<file path="config.mk">
export PLATFORM = sky130hd
export DESIGN_NAME = uart_rx_fifo
export DESIGN_NICKNAME = d
export VERILOG_FILES = /design/src/rtl/uart_rx_fifo_pkg.sv /design/src/rtl/uart_rx_fifo_sync_fifo_core.sv /design/src/rtl/uart_rx_fifo.sv
export SDC_FILE = /design/constraint.sdc
export NUM_CORES = 1
export LEC_CHECK = 0
export ABC_AREA = 1
export CAP_MARGIN = 15
export CELL_PAD_IN_SITES_DETAIL_PLACEMENT = 1
export CELL_PAD_IN_SITES_GLOBAL_PLACEMENT = 2
export CORE_ASPECT_RATIO = 0.7
export CORE_MARGIN = 2
export CORE_UTILIZATION = 40
export CTS_BUF_LIST = sky130_fd_sc_hd__clkbuf_8
export DETAILED_ROUTE_END_ITERATION = 10
export DONT_BUFFER_PORTS = 1
export PLACE_DENSITY_LB_ADDON = 0.1
export SLEW_MARGIN = 25
export SYNTH_ARGS = -nofsm -noshare
export SYNTH_HDL_FRONTEND = slang
export SYNTH_SLANG_ARGS = --single-unit
</file>
<file path="constraint.sdc">
create_clock -name clk -period 1.85 [get_ports clk]
set_input_delay 0.37 -clock clk [delete_from_list [all_inputs] [get_ports clk]]
set_output_delay 0.37 -clock clk [all_outputs]
set_load 0.01 [all_outputs]
</file>
<file path="src/rtl/uart_rx_fifo_pkg.sv">
// rtl/uart_rx_fifo_pkg.sv - shared types and constants for the UART receive FIFO
// Contents:
//   cap_state_e       capture FSM encoding (CAP_IDLE=0, CAP_GUARD=1)
//   *_DEF             default depth and RTS threshold
//   STAT_*            bit positions of the fields in the IO status word
//   status_word()     packs rd_valid, full and count[3:0] into that word
package uart_rx_fifo_pkg;

  localparam int DEPTH_LOG2_DEF    = 4;
  localparam int RTS_THRESHOLD_DEF = 12;

  typedef enum logic {
    CAP_IDLE  = 1'b0,
    CAP_GUARD = 1'b1
  } cap_state_e;

  localparam int STAT_RD_VALID_BIT = 8;
  localparam int STAT_FULL_BIT     = 9;
  localparam int STAT_COUNT_LSB    = 12;
  localparam int STAT_COUNT_MSB    = 15;

  function automatic logic [15:0] status_word(input logic       rd_valid,
                                              input logic       full,
                                              input logic [3:0] cnt);
    logic [15:0] w;
    w = '0;
    w[STAT_RD_VALID_BIT] = rd_valid;
    w[STAT_FULL_BIT]     = full;
    w[STAT_COUNT_MSB:STAT_COUNT_LSB] = cnt;
    return w;
  endfunction

endpackage

</file>
<file path="src/rtl/uart_rx_fifo_sync_fifo_core.sv">
// rtl/uart_rx_fifo_sync_fifo_core.sv - flop-based synchronous FIFO storage, pointers and count
// Ports:
//   clk, reset         clock, synchronous active-high reset (pointers/count only)
//   push, push_data    write request and byte; ignored while full
//   pop                read request; ignored while empty
//   rd_data            head entry, zero when empty
//   rd_valid, full     not-empty / count at depth, both from the registered count
//   count              occupancy 0..2**DEPTH_LOG2
module sync_fifo_core #(
  parameter int DEPTH_LOG2 = 4,
  parameter int WIDTH      = 8
) (
  input  logic                  clk,
  input  logic                  reset,
  input  logic                  push,
  input  logic [WIDTH-1:0]      push_data,
  input  logic                  pop,
  output logic [WIDTH-1:0]      rd_data,
  output logic                  rd_valid,
  output logic [DEPTH_LOG2:0]   count,
  output logic                  full
);

  localparam int DEPTH = 1 << DEPTH_LOG2;
  localparam logic [DEPTH_LOG2:0] DEPTH_CNT = (DEPTH_LOG2 + 1)'(DEPTH);
  localparam logic [DEPTH_LOG2:0] CNT_ONE   = (DEPTH_LOG2 + 1)'(1);
  localparam logic [DEPTH_LOG2-1:0] PTR_ONE = DEPTH_LOG2'(1);

  logic [WIDTH-1:0]      mem_q [DEPTH];
  logic [DEPTH_LOG2-1:0] wr_ptr_q, wr_ptr_d;
  logic [DEPTH_LOG2-1:0] rd_ptr_q, rd_ptr_d;
  logic [DEPTH_LOG2:0]   count_q, count_d;
  logic                  push_ok, pop_ok;

  assign full     = (count_q == DEPTH_CNT);
  assign rd_valid = (count_q != '0);
  assign count    = count_q;
  assign push_ok  = push && !full;
  assign pop_ok   = pop && rd_valid;
  assign rd_data  = rd_valid ? mem_q[rd_ptr_q] : '0;

  always_comb begin
    wr_ptr_d = wr_ptr_q;
    rd_ptr_d = rd_ptr_q;
    count_d  = count_q;
    if (push_ok) wr_ptr_d = wr_ptr_q + PTR_ONE;
    if (pop_ok)  rd_ptr_d = rd_ptr_q + PTR_ONE;
    case ({push_ok, pop_ok})
      2'b10:   count_d = count_q + CNT_ONE;
      2'b01:   count_d = count_q - CNT_ONE;
      default: count_d = count_q;
    endcase
  end

  always_ff @(posedge clk) begin
    if (reset) begin
      wr_ptr_q <= '0;
      rd_ptr_q <= '0;
      count_q  <= '0;
    end else begin
      wr_ptr_q <= wr_ptr_d;
      rd_ptr_q <= rd_ptr_d;
      count_q  <= count_d;
    end
  end

  // Storage is deliberately not reset; empty is signalled by count alone.
  always_ff @(posedge clk) begin
    if (push_ok) mem_q[wr_ptr_q] <= push_data;
  end

endmodule

</file>
<file path="src/rtl/uart_rx_fifo.sv">
// rtl/uart_rx_fifo.sv - receive FIFO draining the buart holding register for the CPU IO page
// Optional feature macro: UART_RX_FIFO_RTS_EN (adds registered rts_n flow-control output)
// Ports:
//   clk, reset          system clock, synchronous active-high reset
//   uart_valid          buart holds a received byte
//   uart_rx_data        that byte
//   uart_rd             one-cycle acknowledge to buart, combinational in the capture cycle
//   cpu_rd              CPU read of the UART data register (pop)
//   rd_data             oldest byte, 0x00 when empty
//   rd_valid, full      FIFO not empty / FIFO at depth
//   count               occupancy 0..2**DEPTH_LOG2
//   rts_n               (UART_RX_FIFO_RTS_EN only) 1 when next count >= RTS_THRESHOLD
module uart_rx_fifo
  import uart_rx_fifo_pkg::*;
#(
  parameter int DEPTH_LOG2    = DEPTH_LOG2_DEF,
  parameter int RTS_THRESHOLD = RTS_THRESHOLD_DEF
) (
  input  logic                  clk,
  input  logic                  reset,
  input  logic                  uart_valid,
  input  logic [7:0]            uart_rx_data,
  output logic                  uart_rd,
  input  logic                  cpu_rd,
  output logic [7:0]            rd_data,
  output logic                  rd_valid,
  output logic [DEPTH_LOG2:0]   count,
  output logic                  full
`ifdef UART_RX_FIFO_RTS_EN
  ,
  output logic                  rts_n
`endif
);

  cap_state_e state_q, state_d;
  logic       push;

  // buart still shows valid on the edge after rd, so one GUARD cycle must
  // pass before the next capture. Reset gates the acknowledge so a byte
  // caught on a reset edge stays in buart.
  always_comb begin
    state_d = state_q;
    push    = 1'b0;
    case (state_q)
      CAP_IDLE: begin
        if (uart_valid && !full && !reset) begin
          push    = 1'b1;
          state_d = CAP_GUARD;
        end
      end
      CAP_GUARD: state_d = CAP_IDLE;
      default:   state_d = CAP_IDLE;
    endcase
  end

  assign uart_rd = push;

  always_ff @(posedge clk) begin
    if (reset) state_q <= CAP_IDLE;
    else       state_q <= state_d;
  end

  sync_fifo_core #(
    .DEPTH_LOG2 (DEPTH_LOG2),
    .WIDTH      (8)
  ) u_core (
    .clk       (clk),
    .reset     (reset),
    .push      (push),
    .push_data (uart_rx_data),
    .pop       (cpu_rd),
    .rd_data   (rd_data),
    .rd_valid  (rd_valid),
    .count     (count),
    .full      (full)
  );

`ifdef UART_RX_FIFO_RTS_EN
  localparam logic [DEPTH_LOG2:0] RTS_THR = (DEPTH_LOG2 + 1)'(RTS_THRESHOLD);
  localparam logic [DEPTH_LOG2:0] CNT_ONE = (DEPTH_LOG2 + 1)'(1);

  logic [DEPTH_LOG2:0] count_nx;
  logic                rts_n_q, rts_n_d;

  // Mirrors the core's count update so rts_n tracks count on the same edge.
  always_comb begin
    count_nx = count;
    case ({push, cpu_rd && rd_valid})
      2'b10:   count_nx = count + CNT_ONE;
      2'b01:   count_nx = count - CNT_ONE;
      default: count_nx = count;
    endcase
    rts_n_d = (count_nx >= RTS_THR);
  end

  always_ff @(posedge clk) begin
    if (reset) rts_n_q <= 1'b0;
    else       rts_n_q <= rts_n_d;
  end

  assign rts_n = rts_n_q;
`endif

endmodule

</file>
# Word-level counts from Yosys, hierarchy flattened
# Memory sizes are Yosys's and may differ from the RTL's. A register that Yosys moved wholly into a read port is not among the register bits.
# Cells that the tools add are included.
[word_totals]
reg_bits = 14
mem_bits_rw = 128
inputBits = 12
out_inout_bits = 16
word_cells = 30
memories = 1
[mem_list]
columns = ["memory", "words", "word_bits", "rd", "rd_clocked_by_memory_dff", "write_ports", "line", "source"]
rows = [
  ["u_core.mem_q", 16, 8, 1, 1, 1, "uart_rx_fifo_sync_fifo_core.sv:29", "logic [WIDTH-1:0] mem_q [DEPTH];"],
]
[op_classes]
n_addsub = 4
eq_ne = 3
mux = 9
bitwise_logic = 1
n_reduce_logical = 8
[op_table]
columns = ["cell", "n"]
rows = [
  ["$pmux W5 S2", 1],
  ["$add A4 B1 Y4 const B", 2],
  ["$mux W4", 2],
  ["$mux W8", 1],
  ["$add A5 B1 Y5 const B", 1],
  ["$eq A5 B5 Y1 const B", 1],
  ["$reduce_bool A5 Y1", 1],
  ["$sub A5 B1 Y5 const B", 1],
  ["$logic_and A1 B1 Y1", 4],
  ["$mux W1", 4],
  ["$eq A2 B1 Y1 const B", 1],
  ["$eq A2 B2 Y1 const B", 1],
  ["$logic_not A1 Y1", 2],
  ["$pmux W1 S2", 1],
  ["$reduce_bool A2 Y1", 1],
  ["$not A1 Y1", 1],
]

# Depth between registers and ports, before layout
# Gate-level depths: netlist of the first run.
[depth]
depth_word = 9
depth_mapped = 18
depth_no_buf = 17

# Hierarchy
# Synthesis of the first run repeated with hierarchy kept, for this count alone.
[hier_totals]
cells_unflattened = 497
area_unflattened_um2 = 5987.0
[modules_own_cells]
columns = ["mod", "n_inst", "cells_each", "area_per_inst_um2", "seq_area_each_um2"]
rows = [
  ["sync_fifo_core", 1, 489, 5938.2, 4184.0],
  ["uart_rx_fifo", 1, 8, 48.8, 20.0],
]

# Worst setup path before layout of the first run
# Ideal clock, no wire load.
[synth_path]
path_kind = "register to register"
from = "register u_core.count_q[3], in the netlist u_core.count[3]"
to = "register u_core.count_q[4], in the netlist u_core.count[4]"
setup_ns = 0.109
arrival_time_ns = 2.087
required_time_ns = 1.741
path_slack_ns = -0.346
stages_incl_launch_ff = 18
path_buffers = 1
period_less_slack_ns = 2.196
path_cell_list = "dfxtp_1 nor2_2 nand4_1 nand2_1 inv_1 ha_1 buf_2 nand2_1 inv_1 nor2_1 ha_1 inv_1 nand2_1 nand3_1 nand3_1 nand3_1 nand2_1 inv_1"
[synth_between]
word_cells_on_any_way = 15
classes_between = "2 x add/sub; 3 x eq/ne; 3 x mux; 7 x reduce/logical"
[synth_rtl]
columns = ["element", "line", "source"]
rows = [
  ["start: declaration", "uart_rx_fifo_sync_fifo_core.sv:32", "logic [DEPTH_LOG2:0] count_q, count_d;"],
  ["start signal: assignment", "uart_rx_fifo_sync_fifo_core.sv:63", "count_q <= count_d;"],
  ["$reduce_bool A5 Y1 *", "uart_rx_fifo_sync_fifo_core.sv:36", "assign rd_valid = (count_q != '0);"],
  ["via rd_valid", "uart_rx_fifo.sv:26", "output logic rd_valid,"],
  ["$logic_and A1 B1 Y1 *", "uart_rx_fifo_sync_fifo_core.sv:39", "assign pop_ok = pop && rd_valid;"],
  ["$eq A2 B1 Y1 / $eq A2 B2 Y1 (equally long branches)", "uart_rx_fifo_sync_fifo_core.sv:48", "case ({push_ok, pop_ok})"],
  ["$pmux W5 S2 / $reduce_bool A2 Y1 (equally long branches)", "-", ""],
]
# Mark *: on every way through the listed nets, which the timed path passes. The rest lies on a longest branch.
# A chain may end at the register's enable or synchronous reset.

==> results.py, run 1 <==
metrics = {
    "hold_path": {
        "holdCritPathClass": "primary input to flip-flop",
        "hold_path_startpoint": "reset",
        "worstHoldPathCells": 3,
    },
    "layout": {
        "layout-area-overhead-vs-synth_pct": 36.3,
        "number_of_inserted_diodes": 0,
        "n_fill_cell": 1520,
        "fin_area_sq_mm": 0.00837,
        "nNetsFinal": 676,
        "drive_above_1_share_pct": 37.7,
    },
    "global_route": {
        "global_route.usage.total_pct": 27.0,
        "gr-total-overflow": 0,
        "grt_pass1_vias": 4924,
        "antenna_found_initial": 1,
        "grt_max_degree": 19,
        "grt_first_pass_wirelength_mm": 31.6,
    },
    "sta": {
        "timing.final.setup_violations": 13,
        "period_share_pct": 126,
        "final-max-slew-violation-count": 0,
        "final.setup_skew_ps": 18.2,
        "finalWorstPathRequiredPeriod_ps": 2330,
        "layout_setup_ws_ps": -478,
        "final_number_of_hold_violating_endpoints": 0,
        "worst_hold_slack_ps": 66.9,
        "achievable_clock_frequency_mhz": 430,
        "timing.setup.tns_ps": -4370,
        "max_slew_margin_pct": 48.7,
        "grt_setup_unrepaired": "true",
        "tightestPinTransition_ps": 766,
    },
    "clock_tree": {
        "cts_max_level": 4,
        "deepest_clock_path_buffer_count": 2,
        "register_clock_pin_slew_on_the_reported_worst_setup_and_hold_paths_ps": 90,
        "tritoncts": "yes",
        "clk_latency_ps": 470,
        "number_of_buffers_created_by_cts": 17,
        "cts_root_buf": "sky130_fd_sc_hd__clkbuf_8",
        "cts.sink_count": 146,
    },
    "place": {
        "place_hpwl_mm": 12.0,
        "placement.io_buffers": 0,
        "gp_routability_congestion": 0.875,
        "postPlaceCellArea_sq_mm": 0.00679,
    },
    "power_and_ir_drop": {
        "cell_pwr_density_mw_per_mm2": 1350,
        "sum_of_internal_switching_and_leakage_power_mw": 11.3,
        "static-leakage-power_nw": 3.18,
        "max-vdd-ir-drop_v": 0.000675,
    },
    "worst_setup_path": {
        "worst_ep_arrival_time_ps": 1960,
        "setup_slack_of_the_worst_register_to_register_path_ps": -240,
        "worstSetupStartpointType": "flip-flop",
        "critical_path.max_fanout": 8,
        "reg2reg_from": "u_core.count[2]",
        "rr_endpoint": "u_core.count[4]",
        "critPathCapture": "rd_data[0]",
        "end_kind": "primary output",
        "timing.critical_path.required_ps": 1480,
        "ff2ff_path_depth": 17,
        "criticalPathCategory": "flip-flop to primary output",
    },
    "yosys": {
        "synthesis.nets": 584,
        "mappedNetlistArea_sq_mm": 0.00614,
        "synth.distinct_cells": 21,
        "netlist_instances": 564,
        "yosys-mux-area-fraction_pct": 0,
        "synth_sequential_area_ratio_pct": 68.5,
        "yosysWarningCount": 0,
        "largest_family_of_logic_cells_by_synthesized_area": "simple AND/OR/NAND/NOR gates",
        "syn_area_per_cell_sq_um": 10.9,
        "synth-adder-area-share_pct": 1.63,
        "yosys_register_bits": 146,
        "synth_compound_gate_area_share_pct": 2.59,
        "synth_xor_xnor_area_share_pct": 0.713,
        "yosys.area_share.simple_pct": 22.2,
    },
    "detailed_routing": {
        "drt.antenna.violating_nets": 0,
        "drc_violations_left": 0,
        "detailroute.via_count": 4713,
        "first_iter_violations": 415,
        "drt_first_pass_iters": 5,
        "routed_via_density": 5.45,
        "wirelength_routed_mm": 21.0,
        "routedWlPerCell_microns": 24.3,
    },
    "floorplanning": {
        "row_count": 37,
        "core_area_sq_mm": 0.0149,
        "io_pins": 28,
        "die_height_microns": 108,
        "die_area_sq_mm": 0.0164,
        "die_width_microns": 152,
        "starting_density_of_the_core_pct": 41.3,
    },
    "run_status": {
        "failed_checks": "setup timing",
        "outcome": "finished, violations left",
    },
    "job": {
        "drv.max_cap_violation_count": 0,
    },
}
[how the worst min path moves through the flow]
stage	to	slack, ps
after floorplan	u_core.wr_ptr_q[2]	440
after global placement	u_core.wr_ptr_q[3]	440
after detailed placement	u_core.wr_ptr_q[2]	450
after CTS	u_core.count[2]	50
after global routing	u_core.count[4]	70
final	u_core.count[4]	70
[metrics by stage]
stage                     instances  util (%)  setup WS, ps
final                           864      56.3          -478
after global routing            864      56.3          -534
after CTS                       863      54.6          -436
after detailed placement        795      45.7          -218
after global placement          795      45.7          -177
after floorplan                 564         -          -207
[layout by cell type (no fill, tap or decap), types with 4 or more instances in the layout]
cell / n
sky130_fd_sc_hd__nand2_1: 144
sky130_fd_sc_hd__clkbuf_8: 17
sky130_fd_sc_hd__buf_12: 12
sky130_fd_sc_hd__a21oi_2: 9
sky130_fd_sc_hd__nand2_4: 8
sky130_fd_sc_hd__nand3_2: 49
sky130_fd_sc_hd__nand2_2: 37
sky130_fd_sc_hd__nand3_1: 46
sky130_fd_sc_hd__nor2_1: 19
sky130_fd_sc_hd__buf_6: 12
sky130_fd_sc_hd__ha_1: 5
sky130_fd_sc_hd__inv_1: 17
sky130_fd_sc_hd__a21oi_1: 12
sky130_fd_sc_hd__nand3_4: 9
sky130_fd_sc_hd__xor2_1: 4
sky130_fd_sc_hd__nor2_2: 5
sky130_fd_sc_hd__buf_16: 5
sky130_fd_sc_hd__o21ai_0: 6
sky130_fd_sc_hd__dlygate4sd3_1: 17
sky130_fd_sc_hd__inv_2: 5
sky130_fd_sc_hd__buf_8: 5
sky130_fd_sc_hd__edfxtp_1: 128
sky130_fd_sc_hd__buf_4: 46
sky130_fd_sc_hd__inv_6: 8
sky130_fd_sc_hd__dfxtp_1: 14
[final cells by class]
type	count	area (sq um)	area share [%]
sequential	146	4210	50.4
multi-input combinational	366	2270	27.1
timing repair buffer	98	1140	13.6
tap	195	244	2.92
clock buffer	17	234	2.80
clock inverter	15	145	1.73
inverter	27	125	1.49
[synthesized netlist by cell type (all sizes together)]
cell type	n	area, sq um
nand2	189	724
edfxtp	128	3840
nand3	104	521
inv	27	104
nor2	27	106
a21oi	21	105
buf	21	151
dfxtp	18	360
o21ai	10	53.8
ha	8	100
clkbuf	4	15.0
xor2	4	35.0
nand4	2	12.5
xnor2	1	8.76
[critical path: stages, from the launching register on]
cell and delay [ps]:
sky130_fd_sc_hd__dfxtp_4 470, sky130_fd_sc_hd__buf_12 150, sky130_fd_sc_hd__buf_16 130, sky130_fd_sc_hd__nand2_1 70, sky130_fd_sc_hd__nand3_2 70, sky130_fd_sc_hd__nand3_2 110
sky130_fd_sc_hd__nand2_1 90, sky130_fd_sc_hd__nand2_1 60, sky130_fd_sc_hd__a21oi_2 180, sky130_fd_sc_hd__buf_4 150
[registers in the layout, summed over array words and instances, names as in the netlist, named ones only]
| register | flops |
|---|---|
| u_core.wr_ptr_q | 4 |
| u_core.mem_q | 128 |
| u_core.count | 5 |
| state_q | 1 |
| u_core.rd_ptr_q | 4 |
[repair_timing]
| action | 4_1_cts | 5_1_grt |
|---|---|---|
| cloned | 8 | 0 |
| buffers inserted | 11 | 5 |
| endpoints found under the hold margin | 114 | 0 |
| setup endpoints to repair | 16 | 86 |
| resized for setup | 117 | 70 |
| hold buffers | 17 | 0 |
| pin swaps | 54 | 37 |
[logic make-up (layout without fill, tap and decap cells)]
kind of cell               after synthesis  count (layout)
buffers and inverters                   52             157
xor gates and xnor gates                 5               5
AOI/OAI and AO/OA                       31              31
and+or+nand+nor                        322             322
DFF                                    146             146
adders and majority gates                8               8
[report_power, final]
part           switching [mW]  internal [mW]  leakage, nW
Sequential              0.125           3.71         1.30
Combinational            2.78           2.16         1.69
Clock                    1.39           1.10        0.193
Total                    4.30           6.97         3.18
[per-layer routing]
layer	part of all wire [%]	vias to the layer above	GRT usage [%]
li1	-	2126	-
met1	47	2418	38.4
met2	44	140	41.6
met3	6.7	29	6.92
met4	1.8	0	6.88
met5	0	-	0
No activity file was read; power rests on OpenSTA's default activity.
==> inputs of run 2 (changes only) <==
--- a/config.mk
+++ b/config.mk
@@ -15,7 +15,7 @@
 export CTS_BUF_LIST = sky130_fd_sc_hd__clkbuf_8
 export DETAILED_ROUTE_END_ITERATION = 10
 export DONT_BUFFER_PORTS = 1
-export PLACE_DENSITY_LB_ADDON = 0.1
+export PLACE_DENSITY = 0.77
 export SLEW_MARGIN = 25
 export SYNTH_ARGS = -nofsm -noshare
 export SYNTH_HDL_FRONTEND = slang
==> results.py, run 2 (synthesized netlist as in run 1, its figures left out) <==
metrics = {
    "clock_tree": {
        "tritoncts": "yes",
        "clk_latency_ps": 460,
        "number_of_buffers_created_by_cts": 17,
        "deepest_clock_path_buffer_count": 2,
        "cts.sink_count": 146,
        "register_clock_pin_slew_on_the_reported_worst_setup_and_hold_paths_ps": 90,
        "cts_root_buf": "sky130_fd_sc_hd__clkbuf_8",
        "cts_max_level": 4,
    },
    "job": {
        "drv.max_cap_violation_count": 0,
    },
    "global_route": {
        "grt_pass1_vias": 4768,
        "grt_first_pass_wirelength_mm": 28.1,
        "global_route.usage.total_pct": 23.4,
        "antenna_found_initial": 1,
        "gr-total-overflow": 0,
        "grt_max_degree": 33,
    },
    "place": {
        "place_ws_ps": -163,
        "place_hpwl_mm": 11.0,
        "placement.io_buffers": 0,
        "gp_routability_congestion": 0.799,
        "postPlaceCellArea_sq_mm": 0.00670,
    },
    "worst_setup_path": {
        "end_kind": "primary output",
        "setup_slack_of_the_worst_register_to_register_path_ps": -170,
        "rr_endpoint": "u_core.count[4]",
        "ff2ff_path_depth": 18,
        "critical_path.max_fanout": 8,
        "reg2reg_from": "u_core.count[2]",
        "timing.critical_path.required_ps": 1480,
        "worst_ep_arrival_time_ps": 2000,
        "worstSetupStartpointType": "flip-flop",
        "criticalPathCategory": "flip-flop to primary output",
    },
    "detailed_routing": {
        "drt.antenna.violating_nets": 0,
        "routed_via_density": 5.41,
        "drt_first_pass_iters": 6,
        "drc_violations_left": 0,
        "detailroute.via_count": 4608,
        "wirelength_routed_mm": 19.9,
        "routedWlPerCell_microns": 23.3,
        "first_iter_violations": 422,
    },
    "layout": {
        "nNetsFinal": 664,
        "layout-area-overhead-vs-synth_pct": 33.0,
        "final_cell_mix": "sky130_fd_sc_hd__nand2_1 (153), sky130_fd_sc_hd__edfxtp_1 (128), sky130_fd_sc_hd__nand3_1 (65)",
        "n_fill_cell": 1564,
        "layout_commonest_cell": "sky130_fd_sc_hd__nand2_1",
        "final_util_pct": 55.0,
        "drive_above_1_share_pct": 32.3,
        "fin_area_sq_mm": 0.00817,
        "largest_reg_flops": 128,
        "number_of_inserted_diodes": 0,
        "largest_register": "u_core.mem_q",
    },
    "sta": {
        "timing.final.setup_violations": 12,
        "final_number_of_hold_violating_endpoints": 0,
        "max_slew_margin_pct": 62.3,
        "grt_setup_unrepaired": "true",
        "tightestPinTransition_ps": 564,
        "period_share_pct": 128,
        "layout_setup_ws_ps": -523,
        "achievable_clock_frequency_mhz": 421,
        "worst_hold_slack_ps": 10.1,
        "final-max-slew-violation-count": 0,
        "final.setup_skew_ps": 15.7,
        "finalWorstPathRequiredPeriod_ps": 2370,
    },
    "floorplanning": {
        "starting_density_of_the_core_pct": 41.3,
        "die_height_microns": 108,
        "row_count": 37,
        "core_area_sq_mm": 0.0149,
        "die_area_sq_mm": 0.0164,
        "die_width_microns": 152,
        "io_pins": 28,
    },
    "power_and_ir_drop": {
        "cell_pwr_density_mw_per_mm2": 1350,
        "sum_of_internal_switching_and_leakage_power_mw": 11.0,
        "max-vdd-ir-drop_v": 0.000527,
        "static-leakage-power_nw": 3.11,
    },
    "run_status": {
        "failed_checks": "setup timing",
        "outcome": "finished, violations left",
    },
    "hold_path": {
        "holdCritPathClass": "primary input to flip-flop",
        "hold_path_startpoint": "uart_rx_data[2]",
        "worst_hold_path.endpoint": "u_core.mem_q[0][2]",
        "worstHoldPathCells": 0,
    },
}
[run 2: cell count changes in the layout (fill, tap and decap cells not counted), moves of 7 or more]
cell,before,now
sky130_fd_sc_hd__nand2_2,37,29
sky130_fd_sc_hd__nand3_2,49,36
sky130_fd_sc_hd__nand2_1,144,153
sky130_fd_sc_hd__clkbuf_16,0,7
sky130_fd_sc_hd__buf_4,46,39
sky130_fd_sc_hd__nand3_1,46,65
[run 2: worst max-delay path by stage]
| stage | from | end | slack (ps) | depth (start not counted) |
|---|---|---|---|---|
| after global routing | flip-flop | rd_data[4] | -560 | 9 |
| after global placement | u_core.count[2] | u_core.count[4] | -90 | 16 |
| after floorplan | u_core.count[2] | u_core.count[4] | -210 | 17 |
| after CTS | flip-flop | rd_data[5] | -430 | 8 |
| after detailed placement | u_core.count[2] | u_core.count[4] | -160 | 17 |
| final | flip-flop | rd_data[4] | -520 | 9 |
[run 2: routing by layer]
metal | up-vias | GRT usage, % | part of all wire (%) | wire length (microns)
met1 | 2332 | 33.7 | 45 | 8960
met4 | 0 | 6.21 | 1.6 | 322
met2 | 143 | 37.2 | 46 | 9180
met3 | 28 | 3.90 | 7.2 | 1430
li1 | 2105 | - | - | -
met5 | - | 0 | 0 | 0
[run 2: final cells by class]
cell class | instances | area, sq um | share of cell area, %
clock buffers | 17 | 234 | 2.87
clock inverters | 15 | 185 | 2.27
inverters | 27 | 126 | 1.55
multi-input cells | 366 | 2120 | 26.0
flip-flops and latches | 146 | 4210 | 51.6
well taps | 195 | 244 | 2.99
repair buffers | 86 | 1040 | 12.8
[run 2: what timing repair did]
| action | 4_1_cts | 5_1_grt |
|---|---|---|
| resized for setup | 48 | 93 |
| setup buffers | 9 | 3 |
| hold endpoints to repair | 64 | 14 |
| hold buffers | 13 | 4 |
| pin swaps | 15 | 42 |
| gates cloned | 4 | 7 |
| endpoints found under the setup margin | 12 | 42 |
[run 2: stage by stage]
| stage | cells | setup TNS [ps] |
|---|---|---|
| 6_report | 852 | -4130 |
| 5_1_grt | 852 | -5280 |
| 4_1_cts | 842 | -3640 |
| 3_5_place_dp | 784 | -746 |
| 3_3_place_gp | 784 | -151 |
| 2_1_floorplan | 564 | -418 |
[run 2: critical path, cell delays in order (launching register included)]
cell and delay (ps):
sky130_fd_sc_hd__dfxtp_4 480, sky130_fd_sc_hd__clkinv_8 170, sky130_fd_sc_hd__buf_12 180, sky130_fd_sc_hd__nand2_1 90
sky130_fd_sc_hd__nand3_2 80, sky130_fd_sc_hd__nand3_2 130, sky130_fd_sc_hd__nand2_1 70, sky130_fd_sc_hd__nand2_1 90
sky130_fd_sc_hd__a21oi_2 90, sky130_fd_sc_hd__buf_4 170
[run 2: report_power, final]
part           switching (mW)  total (mW)  leakage [nW]  internal, mW
Combinational            2.54        4.50          1.59          1.96
Clock                    1.43        2.70         0.211          1.27
Sequential              0.134        3.84          1.30          3.71
